===== src/rtl/rf_port_sched_if.sv =====
// Bundle of the write-port scheduler's pipeline, multi-cycle unit and register
// file signals. The slave modport is the scheduler's view of the bundle.
interface rf_port_sched_if;
  logic        wb_valid;
  logic [4:0]  wb_rd;
  logic [31:0] wb_data;
  logic        mc_valid;
  logic [4:0]  mc_rd;
  logic [31:0] mc_data;
  logic        mc_ready;
  logic        iss_valid;
  logic [4:0]  iss_rd;
  logic        id_valid;
  logic [4:0]  id_rs1;
  logic [4:0]  id_rs2;
  logic [4:0]  id_rd;
  logic        rf_we;
  logic [4:0]  rf_waddr;
  logic [31:0] rf_wdata;
  logic        stall;

  modport slave (
    input  wb_valid, wb_rd, wb_data,
    input  mc_valid, mc_rd, mc_data,
    input  iss_valid, iss_rd,
    input  id_valid, id_rs1, id_rs2, id_rd,
    output mc_ready, rf_we, rf_waddr, rf_wdata, stall
  );

  modport master (
    output wb_valid, wb_rd, wb_data,
    output mc_valid, mc_rd, mc_data,
    output iss_valid, iss_rd,
    output id_valid, id_rs1, id_rs2, id_rd,
    input  mc_ready, rf_we, rf_waddr, rf_wdata, stall
  );
endinterface


===== src/rtl/rf_port_sched.sv =====
// Register-file write-port scheduler: WB writes take the single port, while
// multi-cycle results wait in a 2-entry FIFO and drain on idle WB cycles.
// A busy scoreboard stalls ID on pending multi-cycle destinations, and an age
// counter stalls the pipeline when the FIFO head has waited too long.
module rf_port_sched #(
  parameter int STARVE_MAX = 3,
  parameter int FIFO_DEPTH = 2
) (
  input logic          clk,
  input logic          rst,
  rf_port_sched_if.slave bus
);
  localparam logic [1:0] DEPTH     = 2'(FIFO_DEPTH);
  localparam logic [3:0] STARVE_LIM = 4'(STARVE_MAX);

  logic [1:0]  count_q, count_d, fill;
  logic [4:0]  e0_rd_q, e0_rd_d, e1_rd_q, e1_rd_d;
  logic [31:0] e0_data_q, e0_data_d, e1_data_q, e1_data_d;
  logic [31:0] busy_q, busy_d;
  logic [3:0]  age_q, age_d;

  logic wb_claim, head_valid, pop, enq, hazard, starve;

  assign head_valid   = (count_q != 2'd0);
  assign wb_claim     = bus.wb_valid && (bus.wb_rd != 5'd0);
  assign pop          = head_valid && !wb_claim;
  // Ready comes from registered occupancy; held high while reset discards state.
  assign bus.mc_ready = rst || (count_q < DEPTH);
  assign enq          = bus.mc_valid && bus.mc_ready;

  // FIFO next state: entry 0 is the head; a pop shifts entry 1 down first.
  always_comb begin
    e0_rd_d   = e0_rd_q;
    e0_data_d = e0_data_q;
    e1_rd_d   = e1_rd_q;
    e1_data_d = e1_data_q;
    fill      = count_q;
    if (pop) begin
      e0_rd_d   = e1_rd_q;
      e0_data_d = e1_data_q;
      fill      = count_q - 2'd1;
    end
    if (enq) begin
      if (fill == 2'd0) begin
        e0_rd_d   = bus.mc_rd;
        e0_data_d = bus.mc_data;
      end else begin
        e1_rd_d   = bus.mc_rd;
        e1_data_d = bus.mc_data;
      end
      fill = fill + 2'd1;
    end
    count_d = fill;
  end

  // Busy scoreboard: clear on head pop, then set on issue so a same-cycle set wins.
  always_comb begin
    busy_d = busy_q;
    if (pop) busy_d[e0_rd_q] = 1'b0;
    if (bus.iss_valid && (bus.iss_rd != 5'd0)) busy_d[bus.iss_rd] = 1'b1;
    busy_d[0] = 1'b0;
  end

  // Head age: counts unpopped cycles of a valid head, saturating at 15.
  always_comb begin
    age_d = age_q;
    if (pop || !head_valid) age_d = 4'd0;
    else if (age_q != 4'hF) age_d = age_q + 4'd1;
  end

  assign hazard = bus.id_valid &&
                  ((busy_q[bus.id_rs1] && (bus.id_rs1 != 5'd0)) ||
                   (busy_q[bus.id_rs2] && (bus.id_rs2 != 5'd0)) ||
                   (busy_q[bus.id_rd]  && (bus.id_rd  != 5'd0)));
  assign starve    = (age_q >= STARVE_LIM);
  assign bus.stall = !rst && (hazard || starve);

  // Write-port mux: WB first, then the FIFO head (suppressed while in reset).
  always_comb begin
    bus.rf_we    = 1'b0;
    bus.rf_waddr = 5'd0;
    bus.rf_wdata = 32'd0;
    if (wb_claim) begin
      bus.rf_we    = 1'b1;
      bus.rf_waddr = bus.wb_rd;
      bus.rf_wdata = bus.wb_data;
    end else if (head_valid && !rst) begin
      bus.rf_we    = (e0_rd_q != 5'd0);
      bus.rf_waddr = e0_rd_q;
      bus.rf_wdata = e0_data_q;
    end
  end

  // State registers with synchronous reset.
  always_ff @(posedge clk) begin
    if (rst) begin
      count_q   <= 2'd0;
      e0_rd_q   <= 5'd0;
      e0_data_q <= 32'd0;
      e1_rd_q   <= 5'd0;
      e1_data_q <= 32'd0;
      busy_q    <= 32'd0;
      age_q     <= 4'd0;
    end else begin
      count_q   <= count_d;
      e0_rd_q   <= e0_rd_d;
      e0_data_q <= e0_data_d;
      e1_rd_q   <= e1_rd_d;
      e1_data_q <= e1_data_d;
      busy_q    <= busy_d;
      age_q     <= age_d;
    end
  end
endmodule


===== src/flat_wrapper.sv =====
// flat-port wrapper written by rule: the top's interface ports become plain ports
module rf_port_sched_flat 
#(
  parameter int STARVE_MAX = 3,
  parameter int FIFO_DEPTH = 2
)
  (clk, rst, bus_wb_valid, bus_wb_rd, bus_wb_data, bus_mc_valid, bus_mc_rd, bus_mc_data, bus_iss_valid, bus_iss_rd, bus_id_valid, bus_id_rs1, bus_id_rs2, bus_id_rd, bus_mc_ready, bus_rf_we, bus_rf_waddr, bus_rf_wdata, bus_stall);
  rf_port_sched_if bus_i ();
  input logic clk;
  input logic rst;
  input wire logic [$bits(bus_i.wb_valid)-1:0] bus_wb_valid;
  input wire logic [$bits(bus_i.wb_rd)-1:0] bus_wb_rd;
  input wire logic [$bits(bus_i.wb_data)-1:0] bus_wb_data;
  input wire logic [$bits(bus_i.mc_valid)-1:0] bus_mc_valid;
  input wire logic [$bits(bus_i.mc_rd)-1:0] bus_mc_rd;
  input wire logic [$bits(bus_i.mc_data)-1:0] bus_mc_data;
  input wire logic [$bits(bus_i.iss_valid)-1:0] bus_iss_valid;
  input wire logic [$bits(bus_i.iss_rd)-1:0] bus_iss_rd;
  input wire logic [$bits(bus_i.id_valid)-1:0] bus_id_valid;
  input wire logic [$bits(bus_i.id_rs1)-1:0] bus_id_rs1;
  input wire logic [$bits(bus_i.id_rs2)-1:0] bus_id_rs2;
  input wire logic [$bits(bus_i.id_rd)-1:0] bus_id_rd;
  output wire logic [$bits(bus_i.mc_ready)-1:0] bus_mc_ready;
  output wire logic [$bits(bus_i.rf_we)-1:0] bus_rf_we;
  output wire logic [$bits(bus_i.rf_waddr)-1:0] bus_rf_waddr;
  output wire logic [$bits(bus_i.rf_wdata)-1:0] bus_rf_wdata;
  output wire logic [$bits(bus_i.stall)-1:0] bus_stall;
  assign bus_i.wb_valid = bus_wb_valid;
  assign bus_i.wb_rd = bus_wb_rd;
  assign bus_i.wb_data = bus_wb_data;
  assign bus_i.mc_valid = bus_mc_valid;
  assign bus_i.mc_rd = bus_mc_rd;
  assign bus_i.mc_data = bus_mc_data;
  assign bus_i.iss_valid = bus_iss_valid;
  assign bus_i.iss_rd = bus_iss_rd;
  assign bus_i.id_valid = bus_id_valid;
  assign bus_i.id_rs1 = bus_id_rs1;
  assign bus_i.id_rs2 = bus_id_rs2;
  assign bus_i.id_rd = bus_id_rd;
  assign bus_mc_ready = bus_i.mc_ready;
  assign bus_rf_we = bus_i.rf_we;
  assign bus_rf_waddr = bus_i.rf_waddr;
  assign bus_rf_wdata = bus_i.rf_wdata;
  assign bus_stall = bus_i.stall;
  rf_port_sched #(.STARVE_MAX(STARVE_MAX), .FIFO_DEPTH(FIFO_DEPTH)) u_core (.clk(clk), .rst(rst), .bus(bus_i));
endmodule

===== config.mk =====
export PLATFORM = sky130hd
export DESIGN_NAME = rf_port_sched_flat
export DESIGN_NICKNAME = d
export VERILOG_FILES = /design/src/rtl/rf_port_sched_if.sv /design/src/rtl/rf_port_sched.sv /design/src/flat_wrapper.sv
export SDC_FILE = /design/constraint.sdc
export NUM_CORES = 1
export LEC_CHECK = 0
export CAP_MARGIN = 25
export CORE_ASPECT_RATIO = 0.8
export CORE_MARGIN = 2
export CORE_UTILIZATION = 46
export CTS_CLUSTER_DIAMETER = 120
export DETAILED_ROUTE_END_ITERATION = 8
export HOLD_SLACK_MARGIN = 0.08
export PLACE_DENSITY = 0.78
export RECOVER_POWER = 100
export SYNTH_ARGS = -nofsm -noshare
export SYNTH_HDL_FRONTEND = slang
export SYNTH_SLANG_ARGS = --single-unit

===== constraint.sdc =====
create_clock -name clk -period 3.6 [get_ports clk]
set_clock_uncertainty 0.1 [all_clocks]
set_input_delay 1.08 -clock clk [delete_from_list [all_inputs] [get_ports clk]]
set_output_delay 1.08 -clock clk [all_outputs]
set_load 0.03 [all_outputs]

==> reports/metrics.csv <==
stage;metric;value;unit
run_status;status;finished, violations left;
run_status;violations;negative setup slack;
clock_tree;numClockSinks;111;
worst_setup_path;ff2ff_path_depth;10;
drt;ant_nets;0;
worst_setup_path;crit_path_end_kind;output port;
clock_tree;numCtsBuffers;9;
cells_and_area;layout_common_cells;nand2_1, dfxtp_1, clkdlybuf4s50_1;
power_and_ir_drop;power_frac_comb;45.2;%
power_and_ir_drop;p_leak;3.510;nW
synthesis;synth.area.top_cells;dfxtp_1, nand2_1, a21oi_1;
power_and_ir_drop;p_int;0.002896;W
synthesis;synth-async-reset-ratio;0;%
synthesis;synth_area_leader_cell;dfxtp_1;
cells_and_area;fin_util;74.54;%
die;initial_core_util;46.57;%
cells_and_area;layout-drive-gt1-share;30.11;%
clock_tree;h-tree-depth;3;
min_path;hold_depth;2;
sta;slew_violations;0;
power_and_ir_drop;sw_frac_of_total;42.07;%
synthesis;synthCells;803;
clock_tree;insertion_delay;0.35;ns
min_path;hp-class;flop to flop;
worst_setup_path;cp-start-kind;primary input;
drt;routed_wirelength;22.07;mm
clock_tree;cts_tree;yes;
die;ios;140;
synthesis;netlist_area;0.005928;mm²
placed_design;dp_hpwl;13.57;mm
worst_setup_path;arrival;2.70;ns
power_and_ir_drop;p_switching;0.002103;W
worst_setup_path;criticalPathCategory;primary input to output port;
drt;vias_per_cell;5.953;
clock_tree;cts-root-buf;clkbuf_16;
synthesis;yosys_warnings;0;
cells_and_area;area_growth;60.07;%
sta;setup_viol;114;
sta;fin_ws;-0.2778;ns
worst_setup_path;cp_data_required_time;2.42;ns
drt;drt_first_iter_violations;824;
synthesis;ys_types;45;
cells_and_area;n_antenna_cell;0;
drt;wire_per_inst;19.23;µm
synthesis;synth-edff-count;0;
power_and_ir_drop;totalPowerFinal;0.004999;W
global_routing;grt_max_degree;56;
sta;tightestPinTransition;0.7329;ns
global_routing;grt_pass1_vias;6564;
clock_tree;ctsLongestPathBuffers;2;
die;dieArea;0.01382;mm²
power_and_ir_drop;clockPowerShare;19.3;%
drt;drc;0;
cells_and_area;layout_commonest_cell;nand2_1;
power_and_ir_drop;seqPwrFrac;35.5;%
die;coreArea;0.01273;mm²
worst_setup_path;cpLargestDelayFamily;compound AO/OA/AOI/OAI gates;
global_routing;overflow;0;
sta;fmax;0.2579;GHz
power_and_ir_drop;power_density;526.8;mW/mm²
placed_design;portBuffers;139;
sta;worst_slew_margin_rel;51.04;%
global_routing;grt_pass1_wl;33.91;mm
placed_design;place_congestion;0.9264;
cells_and_area;nFillCells;855;
die;die_x;130.9;µm
synthesis;synth_top_area_share;37.48;%
worst_setup_path;worstPathMaxFanout;5;
die;rows;37;
cells_and_area;fin_nets;1071;
die;dieHeight;105.5;µm
worst_setup_path;path_cells;buf_4 -> buf_6 -> buf_4 -> nor3b_4 -> a211oi_2 -> a211o_1 -> o21ai_1 -> nor3_2 -> o31a_1 -> buf_6;
worst_setup_path;crit_slowest_cell;o31a_1;
worst_setup_path;path_buf_inv;4;
cells_and_area;multi_input_area;0.004422;mm²
global_routing;grt_usage;31.35;%
clock_tree;cts.clk_slew.worst_paths;0.08;ns
synthesis;synthFlopType;dfxtp_1;
sta;period_minus_slack;3.878;ns
power_and_ir_drop;irDropWorstVdd;497.5;µV
synthesis;postSynthAreaPerCell;7.383;µm²
sta;hold_viol_final;0;
synthesis;yosysSeqAreaShare;37.48;%
global_routing;grt_antenna_before_repair;0;
synthesis;synth-seq-cells;111;
worst_setup_path;critical_path.max_stage_delay;0.33;ns
sta;timing.final.crit_share;107.7;%
job;drv_cap;0;
drt;firstDrtPassIters;5;
cells_and_area;regArea;0.002222;mm²
sta;rsz0062_at_grt;true;
synthesis;synth_nets;906;
worst_setup_path;cp.depth;10;
drt;vias;6834;
==> sequential cells by signal, indices dropped and copies added, names as in the netlist <==
name	count
u_core.e0_rd_q	5
u_core.e1_rd_q	5
u_core.count_q	2
u_core.e1_data_q	32
u_core.busy_q	31
u_core.age_q	4
u_core.e0_data_q	32
==> cells in the mapped netlist (all sizes together) (2+ instances only) <==
cell type    n
nand2      232
dfxtp      111
o21ai       78
a21oi       77
nor2        58
clkbuf      45
nand3       44
a311oi      38
buf         20
mux2i       14
mux4        13
nand2b       9
nor2b        8
nor3         7
mux2         6
inv          5
nand4        4
nand4b       4
ha           3
nor3b        3
xnor2        3
o21a         2
o22ai        2
or2          2
==> area by class of cell <==
class / count / share of cell area [%]
Clock buffer: 10 / 2.413
Clock inverter: 6 / 0.5802
Inverter: 5 / 0.1978
Multi-Input combinational cell: 622 / 46.60
Sequential cell: 111 / 23.42
Tap cell: 175 / 2.307
Timing Repair Buffer: 219 / 24.49
==> tightest hold or removal path, stage by stage (launching register included) <==
cell	delay (ns)
dfxtp_1	0.31
nand2_1	0.05
a21oi_1	0.05
==> logic make-up (layout without fill, tap and decap cells) <==
| logic type | after synthesis | after routing | share of synthesized area, % |
|---|---|---|---|
| and+or+nand+nor | 374 | 374 | 26.85 |
| AOI/OAI and AO/OA | 209 | 209 | 20.98 |
| DFF | 111 | 111 | 37.48 |
| buffers and inverters | 70 | 240 | 5.171 |
| muxes | 33 | 33 | 8.442 |
| adders and majority gates | 3 | 3 | 0.6332 |
| xor gates and xnor gates | 3 | 3 | 0.4433 |
==> timing repair <==
item / 4_1_cts / 5_1_grt
hold buffers: 0 / 0
pin swaps: 26 / 33
buffers inserted: 13 / 4
resized for setup: 180 / 38
cloned: 7 / 1
endpoints found under the setup margin: 40 / 108
==> power by group through the flow <==
stage               combinational (W)  sequential, W  clock, W
floorplan                     0.00125        0.00164         0
global placement              0.00187        0.00170         0
detailed placement            0.00190        0.00171         0
CTS                           0.00210        0.00175  0.000968
global route                  0.00241        0.00180   0.00102
finish                        0.00226        0.00178  0.000965
==> metal layers <==
layer	share of wire, %	vias up	track usage [%]	routed length (µm)
met5	0	-	0	0
met4	2.5	0	9.422	561
met3	11	60	7.766	2383
met2	46	412	49.37	10200
met1	40	3211	42.53	8929
li1	-	3151	-	-
==> path summary, 6_finish.rpt <==
kind / start / endpoint / slack (ns)
worst max-delay path: bus_id_rs1[0] / bus_stall / -0.28
worst min-delay path: u_core.e1_data_q[12] / u_core.e1_data_q[12] / 0.36
worst max register to register: u_core.count_q[1] / u_core.e0_data_q[24] / 0.96
worst min register to register: u_core.e1_data_q[12] / u_core.e1_data_q[12] / 0.36
==> per-stage QoR <==
step	TNS (ns)	setup slack, ns	instances	hold WS, ns	area [µm²]
after global routing	-20.50	-0.3226	1148	0.3749	9489
after global placement	-40.13	-1.217	1110	0.3419	8224
final	-13.87	-0.2778	1148	0.3589	9489
after detailed placement	-40.57	-1.252	1110	0.3465	8224
after CTS	-7.136	-0.3398	1146	0.3565	9424
after floorplan	-1.001	-0.1152	803	0.3366	6540
No activity file was read; power rests on OpenSTA's default activity.
